File: src/rtl/fetch_queue_pkg.sv
// Shared constants for the fetch queue: RISC-V instruction width and the canonical NOP
// shown to decode whenever the head is empty.
package fetch_queue_pkg;

  localparam int INSTR_W = 32;
  localparam logic [INSTR_W-1:0] INSTR_NOP = 32'h0000_0013;

endpackage

File: src/rtl/fetch_queue_if.sv
// Fetch/decode handshake bundle for fetch_queue; master is the fetch+decode side,
// slave is the queue itself.
interface fetch_queue_if
  import fetch_queue_pkg::*;
#(
  parameter int WIDTH_PC  = 32,
  parameter int WIDTH_PTR = 3
);

  logic [INSTR_W-1:0]   i_instr;
  logic [WIDTH_PC-1:0]  i_pc;
  logic                 i_valid;
  logic                 o_ready;
  logic [INSTR_W-1:0]   o_instr;
  logic [WIDTH_PC-1:0]  o_pc;
  logic                 o_imask;
  logic                 i_en;
  logic                 i_kill;
  logic [WIDTH_PTR:0]   o_count;

  modport master (
    output i_instr, i_pc, i_valid, i_en, i_kill,
    input  o_ready, o_instr, o_pc, o_imask, o_count
  );

  modport slave (
    input  i_instr, i_pc, i_valid, i_en, i_kill,
    output o_ready, o_instr, o_pc, o_imask, o_count
  );

endinterface

File: src/rtl/fetch_queue_mem.sv
// Instruction/PC storage: DEPTH-entry register array, no reset.
// Latency: write visible on the read port the cycle after the write edge; read is combinational.
// Backpressure: none here, the caller gates the write enable.
module fetch_queue_mem #(
  parameter int DAT_W     = 64,
  parameter int DEPTH     = 8,
  parameter int WIDTH_PTR = 3
) (
  input  logic                 clk,
  input  logic                 wr_vld,
  input  logic [WIDTH_PTR-1:0] wr_addr,
  input  logic [DAT_W-1:0]     wr_dat,
  input  logic [WIDTH_PTR-1:0] rd_addr,
  output logic [DAT_W-1:0]     rd_dat
);

  logic [DAT_W-1:0] mem [DEPTH];

  always_ff @(posedge clk) begin
    if (wr_vld) begin
      mem[wr_addr] <= wr_dat;
    end
  end

  assign rd_dat = mem[rd_addr];

endmodule

File: src/rtl/fetch_queue.sv
// Circular instruction buffer between fetch and decode; i_kill flushes it in one cycle.
// Latency: 1 cycle push-to-head; 0 cycles when empty if FETCHQ_BYPASS_EN is defined.
// Backpressure: o_ready drops when full (registered count only); fetch holds its data.
module fetch_queue
  import fetch_queue_pkg::*;
#(
  parameter int WIDTH_PC  = 32,
  parameter int DEPTH     = 8,
  parameter int WIDTH_PTR = 3
) (
  input  logic          clk,
  input  logic          rst_n,
  fetch_queue_if.slave  fq
);

  localparam int ENT_W = INSTR_W + WIDTH_PC;
  localparam logic [WIDTH_PTR:0] CNT_FULL = (WIDTH_PTR+1)'(DEPTH);

  logic [WIDTH_PTR-1:0] rd_ptr;
  logic [WIDTH_PTR-1:0] wr_ptr;
  logic [WIDTH_PTR:0]   count;
  logic [ENT_W-1:0]     head_dat;
  logic                 empty;
  logic                 full;
  logic                 byp;
  logic                 push_en;
  logic                 pop_en;

  assign empty = (count == '0);
  assign full  = (count == CNT_FULL);

`ifdef FETCHQ_BYPASS_EN
  assign byp = empty & fq.i_valid & ~fq.i_kill;
`else
  assign byp = 1'b0;
`endif

  // A bypassed word that decode takes immediately never touches the array.
  assign push_en = fq.i_valid & ~full & ~fq.i_kill & ~(byp & fq.i_en);
  assign pop_en  = ~empty & fq.i_en;

  assign fq.o_ready = ~full;
  assign fq.o_imask = ~empty | byp;
  assign fq.o_count = count;

  always_comb begin
    fq.o_instr = INSTR_NOP;
    fq.o_pc    = '0;
    if (byp) begin
      fq.o_instr = fq.i_instr;
      fq.o_pc    = fq.i_pc;
    end else if (!empty) begin
      fq.o_instr = head_dat[ENT_W-1 -: INSTR_W];
      fq.o_pc    = head_dat[WIDTH_PC-1:0];
    end
  end

  fetch_queue_mem #(
    .DAT_W     (ENT_W),
    .DEPTH     (DEPTH),
    .WIDTH_PTR (WIDTH_PTR)
  ) u_mem (
    .clk     (clk),
    .wr_vld  (push_en),
    .wr_addr (wr_ptr),
    .wr_dat  ({fq.i_instr, fq.i_pc}),
    .rd_addr (rd_ptr),
    .rd_dat  (head_dat)
  );

  always_ff @(posedge clk or negedge rst_n) begin
    if (!rst_n) begin
      rd_ptr <= '0;
      wr_ptr <= '0;
      count  <= '0;
    end else if (fq.i_kill) begin
      rd_ptr <= '0;
      wr_ptr <= '0;
      count  <= '0;
    end else begin
      if (push_en) wr_ptr <= wr_ptr + 1'b1;
      if (pop_en)  rd_ptr <= rd_ptr + 1'b1;
      case ({push_en, pop_en})
        2'b10:   count <= count + 1'b1;
        2'b01:   count <= count - 1'b1;
        default: count <= count;
      endcase
    end
  end

endmodule

File: src/flat_wrapper.sv
// flat-port wrapper written by rule: the top's interface ports become plain ports
module fetch_queue_flat import fetch_queue_pkg::*;
#(
  parameter int WIDTH_PC  = 32,
  parameter int DEPTH     = 8,
  parameter int WIDTH_PTR = 3
)
  (clk, rst_n, fq_i_instr, fq_i_pc, fq_i_valid, fq_i_en, fq_i_kill, fq_o_ready, fq_o_instr, fq_o_pc, fq_o_imask, fq_o_count);
  fetch_queue_if #(.WIDTH_PC(WIDTH_PC), .WIDTH_PTR(WIDTH_PTR)) fq_i ();
  input  logic clk;
  input  logic rst_n;
  input wire logic [$bits(fq_i.i_instr)-1:0] fq_i_instr;
  input wire logic [$bits(fq_i.i_pc)-1:0] fq_i_pc;
  input wire logic [$bits(fq_i.i_valid)-1:0] fq_i_valid;
  input wire logic [$bits(fq_i.i_en)-1:0] fq_i_en;
  input wire logic [$bits(fq_i.i_kill)-1:0] fq_i_kill;
  output wire logic [$bits(fq_i.o_ready)-1:0] fq_o_ready;
  output wire logic [$bits(fq_i.o_instr)-1:0] fq_o_instr;
  output wire logic [$bits(fq_i.o_pc)-1:0] fq_o_pc;
  output wire logic [$bits(fq_i.o_imask)-1:0] fq_o_imask;
  output wire logic [$bits(fq_i.o_count)-1:0] fq_o_count;
  assign fq_i.i_instr = fq_i_instr;
  assign fq_i.i_pc = fq_i_pc;
  assign fq_i.i_valid = fq_i_valid;
  assign fq_i.i_en = fq_i_en;
  assign fq_i.i_kill = fq_i_kill;
  assign fq_o_ready = fq_i.o_ready;
  assign fq_o_instr = fq_i.o_instr;
  assign fq_o_pc = fq_i.o_pc;
  assign fq_o_imask = fq_i.o_imask;
  assign fq_o_count = fq_i.o_count;
  fetch_queue #(.WIDTH_PC(WIDTH_PC), .DEPTH(DEPTH), .WIDTH_PTR(WIDTH_PTR)) u_core (.clk(clk), .rst_n(rst_n), .fq(fq_i));
endmodule
File: config.mk
export PLATFORM = sky130hd
export DESIGN_NAME = fetch_queue_flat
export DESIGN_NICKNAME = d
export VERILOG_FILES = /design/src/rtl/fetch_queue_pkg.sv /design/src/rtl/fetch_queue_if.sv /design/src/rtl/fetch_queue_mem.sv /design/src/rtl/fetch_queue.sv /design/src/flat_wrapper.sv
export SDC_FILE = /design/constraint.sdc
export NUM_CORES = 1
export LEC_CHECK = 0
export ABC_CLOCK_PERIOD_IN_PS = 8700
export BUFFER_PORTS_ARGS = -buffer_cell sky130_fd_sc_hd__buf_2
export CORE_MARGIN = 3
export CORE_UTILIZATION = 50
export DETAILED_ROUTE_END_ITERATION = 16
export GPL_TIMING_DRIVEN = 1
export PLACE_DENSITY_LB_ADDON = 0.25
export REMOVE_ABC_BUFFERS = 1
export SETUP_SLACK_MARGIN = 0.15
export SLEW_MARGIN = 30
export SYNTH_ARGS = -nofsm -noshare
export SYNTH_HDL_FRONTEND = slang
export SYNTH_HIERARCHICAL = 1
export SYNTH_SLANG_ARGS = --single-unit
File: constraint.sdc
create_clock -name clk -period 8.7 [get_ports clk]
set_input_delay 1.74 -clock clk [delete_from_list [all_inputs] [get_ports clk]]
set_output_delay 1.74 -clock clk [all_outputs]
set_load 0.02 [all_outputs]
==> flow_results.org, run 1 <==
** Outcome
- The run finished with clean final reports.

** Synth
- A synthesized cell averages roughly 23 µm².
- After synthesis, the cell types taking the most area are sky130_fd_sc_hd__edfxtp_1 (76%), sky130_fd_sc_hd__mux4_2 (14%), sky130_fd_sc_hd__mux2_2 (3.5%).
- Fraction of post-synthesis cell area in the top cell type by area :: 0.756
- Summed instance area of the synthesized netlist :: 20,300 µm²
- Counting flops with an async set or reset pin after synthesis yields a share of 0.0192.
- Post-synthesis instance total :: 885
- Dominant synthesized flop cell :: sky130_fd_sc_hd__edfxtp_1
- The synthesized design contains 522 register bits.
- Cell taking the most area after synthesis :: sky130_fd_sc_hd__edfxtp_1
- Count of flip-flops with a built-in enable after synthesis :: between 500 and 600
- The share of the Yosys chip area taken by registers is 0.768.
- For this run, the number of Yosys warnings is 6.
- Unique cell type count in the Yosys netlist :: 35

** Floorplan
- Area enclosed by the die boundary :: about 43,000 µm²
- The die is 208 µm wide.
- Pin placement for this block handled 139 I/O pins.
- For this configuration, the core starts out at a cell density of 0.510.
- The floorplan has 73 rows.
- Die height :: 208 µm
- The floorplan step defined a core boundary enclosing 39,900 µm².

** Clocking
- TritonCTS built the clock tree.
- Counting along the longest clock path gives a buffer depth of 3.
- TritonCTS sink count :: approximately 520
- Clock tree synthesis inserted a total of 52 buffers.
- For the worst-skew pair, the clock arrives at the later sink with an insertion delay of 0.57 ns.
- Setup bufs post-CTS :: 0
- Buffers inserted to repair hold after CTS numbered 0.
- Once the clock tree was built, the resizer swapped 0 gates to a different size.
- After clock tree synthesis, the clock-pin slew on the worst setup and hold paths is ~0.06 ns.
- Root buffer cell :: sky130_fd_sc_hd__clkbuf_16
- The H-tree was split into 2 levels.

** Worst setup path
- Setup slack on the worst flop-to-flop path :: 5.37 ns
- The slowest stage of the critical path is the sky130_fd_sc_hd__dfrtp_4 cell.
- Critical path start-end classification :: flip-flop to output pin
- The worst register-to-register path ends at u_core/u_mem/mem[3][23].
- STA puts the critical path data arrival time at approximately 3.4 ns.
- In this design, the stage delay of the slowest critical-path cell is 0.74 ns.
- Crit path cell chain :: buf_12 -> buf_16 -> mux4_2 -> mux2_2 -> and2_1 -> buf_2
- For the worst setup path, the data required time is 6.96 ns.
- Critical Path Start Type :: flip-flop
- The startpoint identified for the worst register-to-register timing path is u_core/fq.o_count[0].
- In this run the worst path has a maximum fanout of 68.
- The worst register-to-register path has a depth of 7.
- Nature of the critical path endpoint :: output pin

** Cells and area
- Registers take 15,600 µm².
- In the final layout, the multi-input gates occupy 4500 µm².
- Of the cells placed in the final design, the portion with a size suffix greater than 1 is 0.400.
- The area growth from synthesis to layout is 15.3%.
- Post-layout net count :: 1,126
- Final core area utilization :: 0.588
- Fill cell total of the finished layout :: 2,803

** Timing
- After routing, the total negative slack on setup checks comes to 0 ns.
- Clock period minus worst slack :: 5.11 ns
- Clock skew on the completed layout was measured at 0.0160 ns.
- Fmax :: 0.196 GHz
- The final count of pins violating max slew was 0.
- Hold Vio Cnt, Final :: 0
- Across all hold checks on the routed design, the worst slack comes to roughly 0.63 ns.
- For the pin with the worst max-slew slack, the measured transition is 0.965 ns.
- Finish-stage setup viols :: 0
- Setup repair after global routing left no endpoint under its margin.
- Period utilization :: 0.588
- Once routing completed, OpenROAD measured the worst setup slack at 3.59 ns.
- Relative slew slack :: 0.356

** GRT
- The via count of the first global-routing pass is 9,877.
- Entering global routing, the biggest net connects 110 pins.
- Summed over all layers, the global routing overflow is 0.
- Across every metal layer, demand over resource in global routing totals 0.185.
- Initial antenna violation count :: 10
- Wire length of the first global-routing pass :: between 60,000 and 70,000 µm

** Routing
- DRC violations left :: 0
- The detailed router placed 9,275 vias in this run.
- Number of violations reported at the end of detailed-routing iteration 0 :: around 700
- 1st-pass router iterations :: 7
- Antenna Violating Nets Remaining :: 0
- In the final routed layout, each cell accounts on average for 24.5 µm.
- The final layout contains routed wiring with a total length of between 30,000 and 40,000 µm.
- Dividing the detail-routed via count by the number of cells gives ~5.7.

** Power
- For this design the static power due to leakage is 7.59 nW.
- Power spread over the standard cell area amounts to 292 nW/µm².
- The worst-case IR drop observed on VDD is 251 µV.
- Summing internal, switching and leakage power gives a little under 7 mW.

** Placed design
- The congestion estimate from routability-driven global placement came to between 0.6 and 0.7.
- # port buffers :: 138
- Before CTS, the worst setup slack after placement is a little over 4 ns.
- HPWL after DPL :: 20,600 µm

** Min path
- Source of the worst hold timing path :: u_core/wr_ptr[2]
- Counting instances, the worst hold path has a depth of 2.
- In this run the worst hold path is classified as flip-flop to flip-flop.
- The path with the worst hold slack has its endpoint at u_core/wr_ptr[2].

** Run
- Across the run, the number of max-cap violations was 0.
stage by stage:
step,std cells,instance area (µm²)
after floorplan,840,20100
after global placement,1518,21600
after detailed placement,1521,21700
after CTS,1618,23400
after global routing,1621,23500
final,1623,23500
layout by cell type (no fill, tap or decap), drive strengths merged, types with 4 or more instances in the layout:
cell | netlist | routed
edfxtp | 512 | 512
mux2i | 4 | 4
nand2b | 6 | 6
nor2 | 17 | 17
and2 | 61 | 61
mux4 | 128 | 128
buf | 27 | 158
ha | 4 | 4
clkinv | 0 | 26
nand2 | 4 | 4
mux2 | 64 | 64
bufinv | 0 | 7
clkbuf | 18 | 62
dfrtp | 10 | 10
registers in the layout, summed over array words and instances (netlist names):
signal             cells
u_core/rd_ptr          3
u_core/fq.o_count      4
u_core/wr_ptr          3
u_core/u_mem/mem     512
logic make-up (layout without fill, tap and decap cells):
kind of cell	count (synthesis)	after routing	synth area share
AO/OA/AOI/OAI	10	10	0.00474
XOR/XNOR	6	6	0.00258
adder cells (fa/ha/maj)	5	5	0.00344
buffers and inverters	45	255	0.0133
flip-flops	522	522	0.768
multiplexers	196	196	0.179
other	0	3	0
AND/OR/NAND/NOR	101	101	0.0286
cell usage after synthesis (3+ instances only):
master,n
sky130_fd_sc_hd__dfrtp_1,10
sky130_fd_sc_hd__nand2b_1,6
sky130_fd_sc_hd__mux2_2,64
sky130_fd_sc_hd__buf_6,11
sky130_fd_sc_hd__ha_1,4
sky130_fd_sc_hd__mux2i_1,4
sky130_fd_sc_hd__nor3_1,3
sky130_fd_sc_hd__nor2_1,17
sky130_fd_sc_hd__buf_4,4
sky130_fd_sc_hd__and2_1,61
sky130_fd_sc_hd__buf_2,3
sky130_fd_sc_hd__buf_1,9
sky130_fd_sc_hd__edfxtp_1,512
sky130_fd_sc_hd__a21oi_1,3
sky130_fd_sc_hd__nand3_1,3
sky130_fd_sc_hd__xor2_1,3
sky130_fd_sc_hd__mux4_2,128
sky130_fd_sc_hd__clkbuf_1,17
sky130_fd_sc_hd__xnor2_1,3
sky130_fd_sc_hd__nand2_1,4
worst max path at each step:
| stage | startpoint | endpoint | slack [ns] | cells past startpoint |
|---|---|---|---|---|
| CTS | u_core/rd_ptr[0] | fq_o_instr[4] | 3.51 | 5 |
| finish | u_core/rd_ptr[0] | fq_o_pc[12] | 3.59 | 6 |
| global placement | u_core/rd_ptr[2] | fq_o_pc[6] | 3.86 | 5 |
| floorplan | u_core/rd_ptr[0] | fq_o_instr[0] | 0.84 | 3 |
| detailed placement | u_core/rd_ptr[0] | fq_o_instr[4] | 4.12 | 5 |
| global route | u_core/rd_ptr[0] | fq_o_pc[0] | 3.30 | 6 |
worst max-delay path: cells and delay by family (launching register included):
family / cells / cell delay, ns
buffers and inverters: 3 / 0.99
muxes: 2 / 0.89
DFF: 1 / 0.74
and+or+nand+nor: 1 / 0.14
layout make-up:
class	instances	area share
tap	525	0.0280
timing repair buffer	158	0.0406
clock inverter	35	0.0145
sequential	522	0.667
multi-input combinational	318	0.192
antenna	3	0.000320
clock buffer	62	0.0580
routing by layer:
layer | vias up | wire length, µm | GRT usage
met5 | - | 91 | 0
met2 | 223 | 19400 | 0.300
met1 | 4937 | 17200 | 0.258
met4 | 14 | 784 | 0.0449
li1 | 4028 | - | -
met3 | 73 | 2240 | 0.0432
power by group:
part | switching [mW] | internal (mW)
clock | 0.886 | 1.32
sequential | 0.0886 | 2.86
combinational | 0.924 | 0.764
(Power assumes the default switching activity.)
==> run 2: changes to the inputs <==
Settings changed: ABC_AREA set to 1, ABC_CLOCK_PERIOD_IN_PS 8700 to 4700.
Clock period 8.7 ns to 4.7 ns, I/O delays scaled along.
==> run 2 against run 1 <==
Net effect:
- register-to-register slack lost 3.2 ns
- cell area increased by 13%
- global-route usage rose by 2.4 points
- combinational power grew to 2.6 times the previous value
==> flow_results.org, run 2 <==
** Synth
- Top cells by area, synth :: sky130_fd_sc_hd__edfxtp_1 (65%), sky130_fd_sc_hd__nand2_1 (14%), sky130_fd_sc_hd__inv_1 (9.3%) (was sky130_fd_sc_hd__edfxtp_1 (76%), sky130_fd_sc_hd__mux4_2 (14%), sky130_fd_sc_hd__mux2_2 (3.5%))
- Count of yosys warnings during synthesis :: 6 (unchanged)
- Async S/R FF share, synth :: 0.0192 (unchanged)
- The largest area contributor in the netlist was sky130_fd_sc_hd__edfxtp_1 (unchanged).
- Synth top cells by count :: sky130_fd_sc_hd__nand2_1 (858), sky130_fd_sc_hd__inv_1 (583), sky130_fd_sc_hd__edfxtp_1 (512) (was sky130_fd_sc_hd__edfxtp_1 (512), sky130_fd_sc_hd__mux4_2 (128), sky130_fd_sc_hd__mux2_2 (64))
- The most frequently used cell type in the post-synthesis netlist is sky130_fd_sc_hd__nand2_1 (was sky130_fd_sc_hd__edfxtp_1).
- Dominant synthesized flop cell :: sky130_fd_sc_hd__edfxtp_1 (unchanged)
- Count of flip-flops with a built-in enable after synthesis :: 512 (unchanged)
- The share of the synthesized area in the top cell type is 0.654 (was 0.756).
- The post-synthesis cell area was 23,500 µm² (was 20,300 µm²).
- The proportion of synthesized chip area in sequential cells came to 0.664 (was 0.768).
- Register bit count reported by yosys :: 522 (unchanged)
- The mean cell area of the mapped netlist is 9.65 µm² (was 23.0 µm²).
- The count of mapped cells out of synthesis is 2,437 (was 885).
- Unique cell type count in the Yosys netlist :: 27 (was 35)

** Routing
- Uppermost signal routing layer after detailed routing :: met5 (unchanged)
- Met2 routed WL :: 24,800 µm (was 19,400 µm)
- Antenna Violating Nets Remaining :: 0 (unchanged)
- The detailed-routing wirelength on met1 came to 22,800 µm (was 17,200 µm).
- The routed wire length is 51,900 µm (was 39,700 µm).
- WL per Instance :: 16.2 µm (was 24.5 µm)
- 1st-pass router iterations :: 6 (was 7)
- Number of violations reported at the end of detailed-routing iteration 0 :: 1,082 (was 704)
- The post-detailed-route DRC marker count was 0 (unchanged).
- Via count normalized by instance count :: 4.88 (was 5.71)
- The wire length on met3 is 3180 µm (was 2240 µm).
- The via count of the routed design came to 15,600 (was 9,275).

** Worst setup path
- Critical Path Start Type :: flip-flop (unchanged)
- The critical path endpoint category was an output pin (unchanged).
- Arrival time reported for the critical path endpoint :: 3.06 ns (was 3.37 ns)
- Required time of the worst setup path :: 3.76 ns (was 6.96 ns)
- The maximum fanout along the worst path was 64 (was 68).
- Critical path start-end classification :: flip-flop to output pin (unchanged)

** Power
- The power per standard cell area came to 523 nW/µm² (was 292 nW/µm²).
- The worst IR drop on VDD is 748 µV (was 251 µV).
- LEAKAGE :: 12.4 nW (was 7.59 nW)
- The total design power was 13.8 mW (was 6.84 mW).

** Timing
- Max Transition Viols Final :: 0 (unchanged)
- Hold Vio Cnt, Final :: 0 (unchanged)
- The aggregate negative setup slack was 0 ns (unchanged).
- The tightest slew margin relative to the limit is 0.380 (was 0.356).
- Dividing the final minimum period by the clock period gives 0.850.
- The worst hold slack was 0.216 ns (was 0.634 ns).
- Subtracting the final worst setup slack from the clock period gives approximately 4 ns.
- Worst Skew :: 0.0122 ns (was 0.0160 ns)
- Finish-stage setup viols :: 0 (unchanged)
- Worst-Margin Slew :: 0.929 ns (was 0.965 ns)
- Unrepaired setup endpoints after global routing: no (unchanged).
- The final setup slack of the worst path was 0.704 ns (was 3.59 ns).
- For this run, the top clock speed supported by timing is 0.250 GHz.

** Floorplan
- FP Rows :: 78 (was 73)
- The height of the chip is 223 µm (was 208 µm).
- The core area is 45,900 µm² (was 39,900 µm²).
- Top-level I/O count :: 139 (unchanged)
- The initial cell density of the core came to 0.513 (was 0.510).
- Die W :: 223 µm (was 208 µm)
- Area enclosed by the die boundary :: 49,700 µm² (was 43,100 µm²)

** GRT
- Number of global-route vias before repair :: 15,100 (was 9,877)
- Maximum number of pins on one net before global-route repair :: 150 (was 110)
- Wire length of the first global-routing pass :: 81,700 µm (was 60,500 µm)
- Initial antenna violation count :: 10 (unchanged)
- The overall global routing resource usage came to 0.209 (was 0.185).
- Gr ovfl total :: 0 (unchanged)

** Clocking
- The number of cells upsized or downsized after cts was 0 (unchanged).
- The CTS H-tree depth came to 2 (unchanged).
- The maximum clock path buffer count is 3 (unchanged).
- CTS tree :: built (unchanged)
- The count of hold-fix buffers inserted at cts was 0 (unchanged).
- Latest clock arrival within the worst-skew pair :: 0.58 ns (was 0.57 ns)
- The clock-pin slew of the registers on the worst-case setup and hold paths came to 0.06 ns (about the same).
- TritonCTS sink count :: 522 (unchanged)
- Root buffer cell :: sky130_fd_sc_hd__clkbuf_16 (unchanged)
- Setup bufs post-CTS :: 0 (unchanged)
- The clock buffer count from CTS was 53 (was 52).

** Cells and area
- Area overhead of the layout relative to synthesis :: 12.5% (was 15.3%)
- Number of flip-flops in the largest register :: 512 (unchanged)
- Final instance count without filler cells :: 3,196 (was 1,623)
- The net count reported at finish came to 2,630 (was 1,126).
- The post-route core utilization is 0.577 (was 0.588).
- The most frequent standard cell in the layout excluding fill and tap cells was sky130_fd_sc_hd__nand2_1 (was sky130_fd_sc_hd__edfxtp_1).
- Register name with the most flops :: u_core/u_mem/mem (unchanged)
- Most frequent cells in the layout: sky130_fd_sc_hd__nand2_1 (858), sky130_fd_sc_hd__inv_1 (582), sky130_fd_sc_hd__edfxtp_1 (512) (was sky130_fd_sc_hd__edfxtp_1 (512), sky130_fd_sc_hd__buf_2 (138), sky130_fd_sc_hd__mux4_2 (128)).
- The cell area after layout came to 26,500 µm² (was 23,500 µm²).
- Share of layout cells above drive strength 1 :: 0.105 (was 0.400)

** Placed design
- The post-place instance area came to 24,800 µm² (was 21,700 µm²).
- Cell total after placement :: 3,101 (was 1,521)
- Worst-case setup slack after placement :: 1.31 ns (was 4.12 ns)
- # port buffers :: 138 (unchanged)
- The HPWL reported at the end of detailed placement is 27,500 µm (was 20,600 µm).
- Routability congestion estimate from global placement :: 0.802 (was 0.696)

** Run
- Number of max-cap violations :: 0 (unchanged)

** Outcome
- Outcome: complete, no violations (unchanged).

** Min path
- The path type of the worst min-delay path is input pin to asynchronous set/reset pin (was flip-flop to flip-flop).
run 2: changes by cell type after synthesis, sizes merged, moves of 60 or more:
| cell | before | now |
|---|---|---|
| and2 | 61 | 0 |
| buf | 27 | 95 |
| inv | 0 | 588 |
| mux2 | 64 | 0 |
| mux4 | 128 | 0 |
| nand2 | 4 | 864 |
| nand3 | 3 | 262 |
| nor2 | 17 | 77 |
run 2: final cells by class:
| type | instances | area, µm² |
|---|---|---|
| Sequential cell | 522 | 15600 |
| Timing Repair Buffer | 168 | 1080 |
| Tap cell | 600 | 751 |
| Antenna cell | 3 | 7.51 |
| Clock buffer | 62 | 1360 |
| Fill cell | 3839 | 19400 |
| Multi-Input combinational cell | 1222 | 5110 |
| Clock inverter | 30 | 297 |
| Inverter | 589 | 2230 |
run 2: logic make-up (layout without fill, tap and decap cells):
logic type / Yosys count / after routing / synth area share
other: 0 / 3 / 0
buffers and inverters: 693 / 849 / 0.121
AND/OR/NAND/NOR: 1207 / 1207 / 0.209
flip-flops: 522 / 522 / 0.664
adder cells (fa/ha/maj): 5 / 5 / 0.00298
AO/OA/AOI/OAI: 8 / 8 / 0.00234
XOR/XNOR: 2 / 2 / 0.000745
run 2: final timing paths:
check	from	end	slack (ns)	depth (start not counted)
worst max register to register	u_core/fq.o_count[3]	u_core/u_mem/mem[1][38]	2.15	8
worst min-delay path	rst_n	u_core/fq.o_count[0]	0.22	1
worst max-delay path	u_core/rd_ptr[1]	fq_o_instr[18]	0.70	9
max in group asynchronous	rst_n	u_core/rd_ptr[0]	4.25	1
min in group clk	u_core/wr_ptr[2]	u_core/wr_ptr[2]	0.53	1
worst min register to register	u_core/wr_ptr[2]	u_core/wr_ptr[2]	0.53	1
run 2: power breakdown:
part           switching (mW)  internal [mW]  total [mW]
Clock                    1.67           2.38        4.05
Sequential             0.0904           5.26        5.35
Combinational            3.14           1.30        4.45
run 2: worst max-delay path, stage by stage (launching register included):
cell and delay (ns):
sky130_fd_sc_hd__dfrtp_4 0.65, sky130_fd_sc_hd__inv_4 0.69, sky130_fd_sc_hd__buf_12 0.29, sky130_fd_sc_hd__nand3_1 0.10, sky130_fd_sc_hd__nand2_1 0.07, sky130_fd_sc_hd__nand2_1 0.05
sky130_fd_sc_hd__nand2_1 0.10, sky130_fd_sc_hd__inv_1 0.04, sky130_fd_sc_hd__nor2_1 0.18, sky130_fd_sc_hd__buf_2 0.21
run 2: routing by layer:
layer,vias up,GRT usage
li1,7726,-
met1,7334,0.281
met2,424,0.351
met3,94,0.0429
met4,12,0.0525
met5,-,0
==> run 3: changes to the inputs <==
==> constraint.sdc (replaced) <==
create_clock -name clk -period 4.7 [get_ports clk]
set_input_delay 0.705 -clock clk [delete_from_list [all_inputs] [get_ports clk]]
set_output_delay 0.705 -clock clk [all_outputs]
set_load 0.02 [all_outputs]
==> run 3 against run 2 <==
Net effect:
- non-clock buffer count increased by 1
- combinational power about the same
- first-iteration DRC count increased by 18%
- sequential power about the same
- clock skew about the same
- total power decreased by 0.76%
- critical path type unchanged
==> flow_results.org, run 3 (same netlist as run 2, synthesis figures left out) <==
** Clocking
- The CTS sink count is 522 (unchanged).
- Number of levels the H-tree was split into :: 2 (unchanged)
- The clock-pin slew of the registers on the worst-case setup and hold paths came to 0.06 ns (about the same).
- The clock buffer count from CTS is 53 (unchanged).
- Root buffer cell :: sky130_fd_sc_hd__clkbuf_16 (unchanged)
- The clock latency on the worst-skew pair was 0.58 ns (about the same).
- CTS tree :: built (unchanged)
- Worst-case clock buffer depth :: 3 (unchanged)

** Floorplan
- Core Footprint :: 45,900 µm² (unchanged)
- Effective utilization at floorplan :: 0.513 (unchanged)
- Area enclosed by the die boundary :: 49,700 µm² (unchanged)
- The height of the chip came to 223 µm (unchanged).
- Die W :: 223 µm (unchanged)
- Top-level I/O count :: 139 (unchanged)
- FP Rows :: 78 (unchanged)

** Routing
- The routed wire length is 52,300 µm (was 51,900 µm).
- Number of violations reported at the end of detailed-routing iteration 0 :: 1,280 (was 1,082)
- The residual antenna-violating net count after detailed routing is 0 (unchanged).
- Via count :: 15,700 (was 15,600)
- 1st-pass router iterations :: 7 (was 6)
- DRC violations left :: 0 (unchanged)
- The via density per instance came to 4.91 (was 4.88).
- The average wire per standard cell came to 16.3 µm (was 16.2 µm).

** Timing
- The maximum operating frequency is 0.258 GHz (was 0.250 GHz).
- The post-route clock period utilization was 0.826 (was 0.850).
- Unrepaired setup endpoints after global routing :: no (unchanged)
- The tightest slew margin relative to the limit was 0.447 (was 0.380).
- Max Transition Viols Final :: 0 (unchanged)
- Worst-Margin Slew :: 0.830 ns (was 0.929 ns)
- The number of endpoints with negative hold slack in the final report came to 0 (unchanged).
- Worst Skew :: 0.0125 ns (was 0.0122 ns)
- The final-report setup violation count is 0 (unchanged).
- Clock period minus worst slack :: 3.88 ns (was 4.00 ns)

** GRT
- The aggregate global routing overflow is 0 (unchanged).
- The via count of the first global-routing pass is 15,300 (was 15,100).
- Overall Global Routing Usage :: 0.210 (was 0.209)
- The number of antenna violations at the first check in global routing came to 8 (was 10).
- Wire length of the first global-routing pass :: 82,400 µm (was 81,700 µm)
- The pin count of the biggest net entering global routing was 139 (was 150).

** Worst setup path
- Arrival time reported for the critical path endpoint :: 3.18 ns (was 3.06 ns)
- The data required time at the worst endpoint is 3.99 ns (was 3.76 ns).
- Critical Path Start Type :: flip-flop (unchanged)
- Critical path peak fanout :: 138 (was 64)
- Critical path start-end classification :: flip-flop to output pin (unchanged)
- Nature of the critical path endpoint :: output pin (unchanged)
- Setup slack on the worst flop-to-flop path :: 1.99 ns (was 2.15 ns)

** Placed design
- The HPWL reported at the end of detailed placement came to 27,900 µm (was 27,500 µm).
- Cell total after placement :: 3,101 (unchanged)
- The count of input and output buffers came to 138 (unchanged).
- The final weighted congestion in routability-driven placement is 0.762 (was 0.802).

** Power
- Peak supply drop :: 567 µV (was 748 µV)
- The cell leakage power is 12.4 nW (about the same).
- Power density cells :: 522 nW/µm² (was 523 nW/µm²)
- Power after layout :: 13.7 mW (was 13.8 mW)

** Cells and area
- Register name with the most flops :: u_core/u_mem/mem (unchanged)
- The net count reported at finish was 2,631 (was 2,630).
- The area added between synthesis and finish is 12.0% (was 12.5%).
- Commonest non-fill, non-tap cell in the layout :: sky130_fd_sc_hd__nand2_1 (unchanged)
- The number of standard cells in the layout, taps in and fillers out was 3,200 (was 3,196).
- Most frequent cells in the layout: sky130_fd_sc_hd__nand2_1 (858), sky130_fd_sc_hd__inv_1 (582), sky130_fd_sc_hd__edfxtp_1 (512) (unchanged).
- The fraction of layout cells with a size suffix above 1 is 0.104 (was 0.105).
- Fill cell total of the finished layout :: 3,911 (was 3,839)
- The flip-flop count of the largest register, all copies and words added is 512 (unchanged).
- The post-route core utilization is 0.574 (was 0.577).

** Min path
- The path type of the worst min-delay path is input pin to flip-flop (was input pin to asynchronous set/reset pin).

** Outcome
- Outcome :: complete, no violations (unchanged)

** Run
- The max-cap check violation count came to 0 (unchanged).
==> run 3: cell count changes in the layout (fill, tap and decap cells not counted), moves of 2 or more <==
cell                        before  now
sky130_fd_sc_hd__clkbuf_1        9   15
sky130_fd_sc_hd__buf_4          17   22
sky130_fd_sc_hd__buf_12         11    7
sky130_fd_sc_hd__bufinv_16       6    3
sky130_fd_sc_hd__clkbuf_8        0    2
sky130_fd_sc_hd__clkinv_1       11    9
sky130_fd_sc_hd__clkinv_2       11    9
sky130_fd_sc_hd__diode_2         3    5
==> run 3: path summary, 6_finish.rpt <==
check | startpoint | to | cells past startpoint
max | u_core/rd_ptr[0] | fq_o_instr[0] | 9
min in group asynchronous | rst_n | u_core/fq.o_count[3] | 2
max reg2reg | u_core/fq.o_count[3] | u_core/u_mem/mem[1][38] | 8
min | fq_i_kill | u_core/rd_ptr[0] | 2
min reg2reg | u_core/wr_ptr[2] | u_core/wr_ptr[2] | 1
max in group asynchronous | rst_n | u_core/rd_ptr[1] | 2
==> run 3: final cells by class <==
| cell class | instances | area (µm²) | area share |
|---|---|---|---|
| clock inverters | 23 | 190 | 0.00722 |
| well taps | 600 | 751 | 0.0285 |
| inverters | 589 | 2230 | 0.0845 |
| repair buffers | 169 | 1020 | 0.0386 |
| clock buffers | 70 | 1410 | 0.0535 |
| flip-flops and latches | 522 | 15600 | 0.593 |
| multi-input cells | 1222 | 5110 | 0.194 |
| diodes | 5 | 12.5 | 0.000475 |
==> run 3: metrics by stage <==
stage	TNS, ns	cell area (µm²)	hold slack (ns)	worst slack [ns]
6_report	0	26300	0.331	0.819
5_1_grt	0	26300	0.318	0.569
4_1_cts	0	26300	0.298	0.780
3_5_place_dp	0	24700	0.511	1.43
3_3_place_gp	0	24700	0.502	1.43
2_1_floorplan	-317.18	22900	0.409	-4.98
==> run 3: timing repair <==
action	in CTS	in global routing
hold endpoints to repair	10	0
setup buffers	0	0
hold buffers	1	0
resized for setup	0	0
==> run 3: power by group <==
group | switching (mW) | internal, mW
clock network | 1.67 | 2.26
registers | 0.122 | 5.26
logic | 3.13 | 1.30
==> run 3: routing by layer <==
metal / track usage / vias to the layer above / routed length [µm]
li1: - / 7726 / -
met2: 0.351 / 424 / 25200
met5: 0 / - / 34
met4: 0.0578 / 4 / 994
met3: 0.0416 / 77 / 3040
met1: 0.282 / 7485 / 23000
==> run 3: critical path, stage by stage, from the launching register on <==
cell and delay, ns:
sky130_fd_sc_hd__dfrtp_4 0.45, sky130_fd_sc_hd__buf_12 0.51, sky130_fd_sc_hd__buf_4 0.65, sky130_fd_sc_hd__nand2_1 0.12
sky130_fd_sc_hd__nand3_1 0.10, sky130_fd_sc_hd__nand2_1 0.06, sky130_fd_sc_hd__nand2_1 0.06, sky130_fd_sc_hd__nand2_1 0.10
sky130_fd_sc_hd__or2_2 0.32, sky130_fd_sc_hd__buf_2 0.16
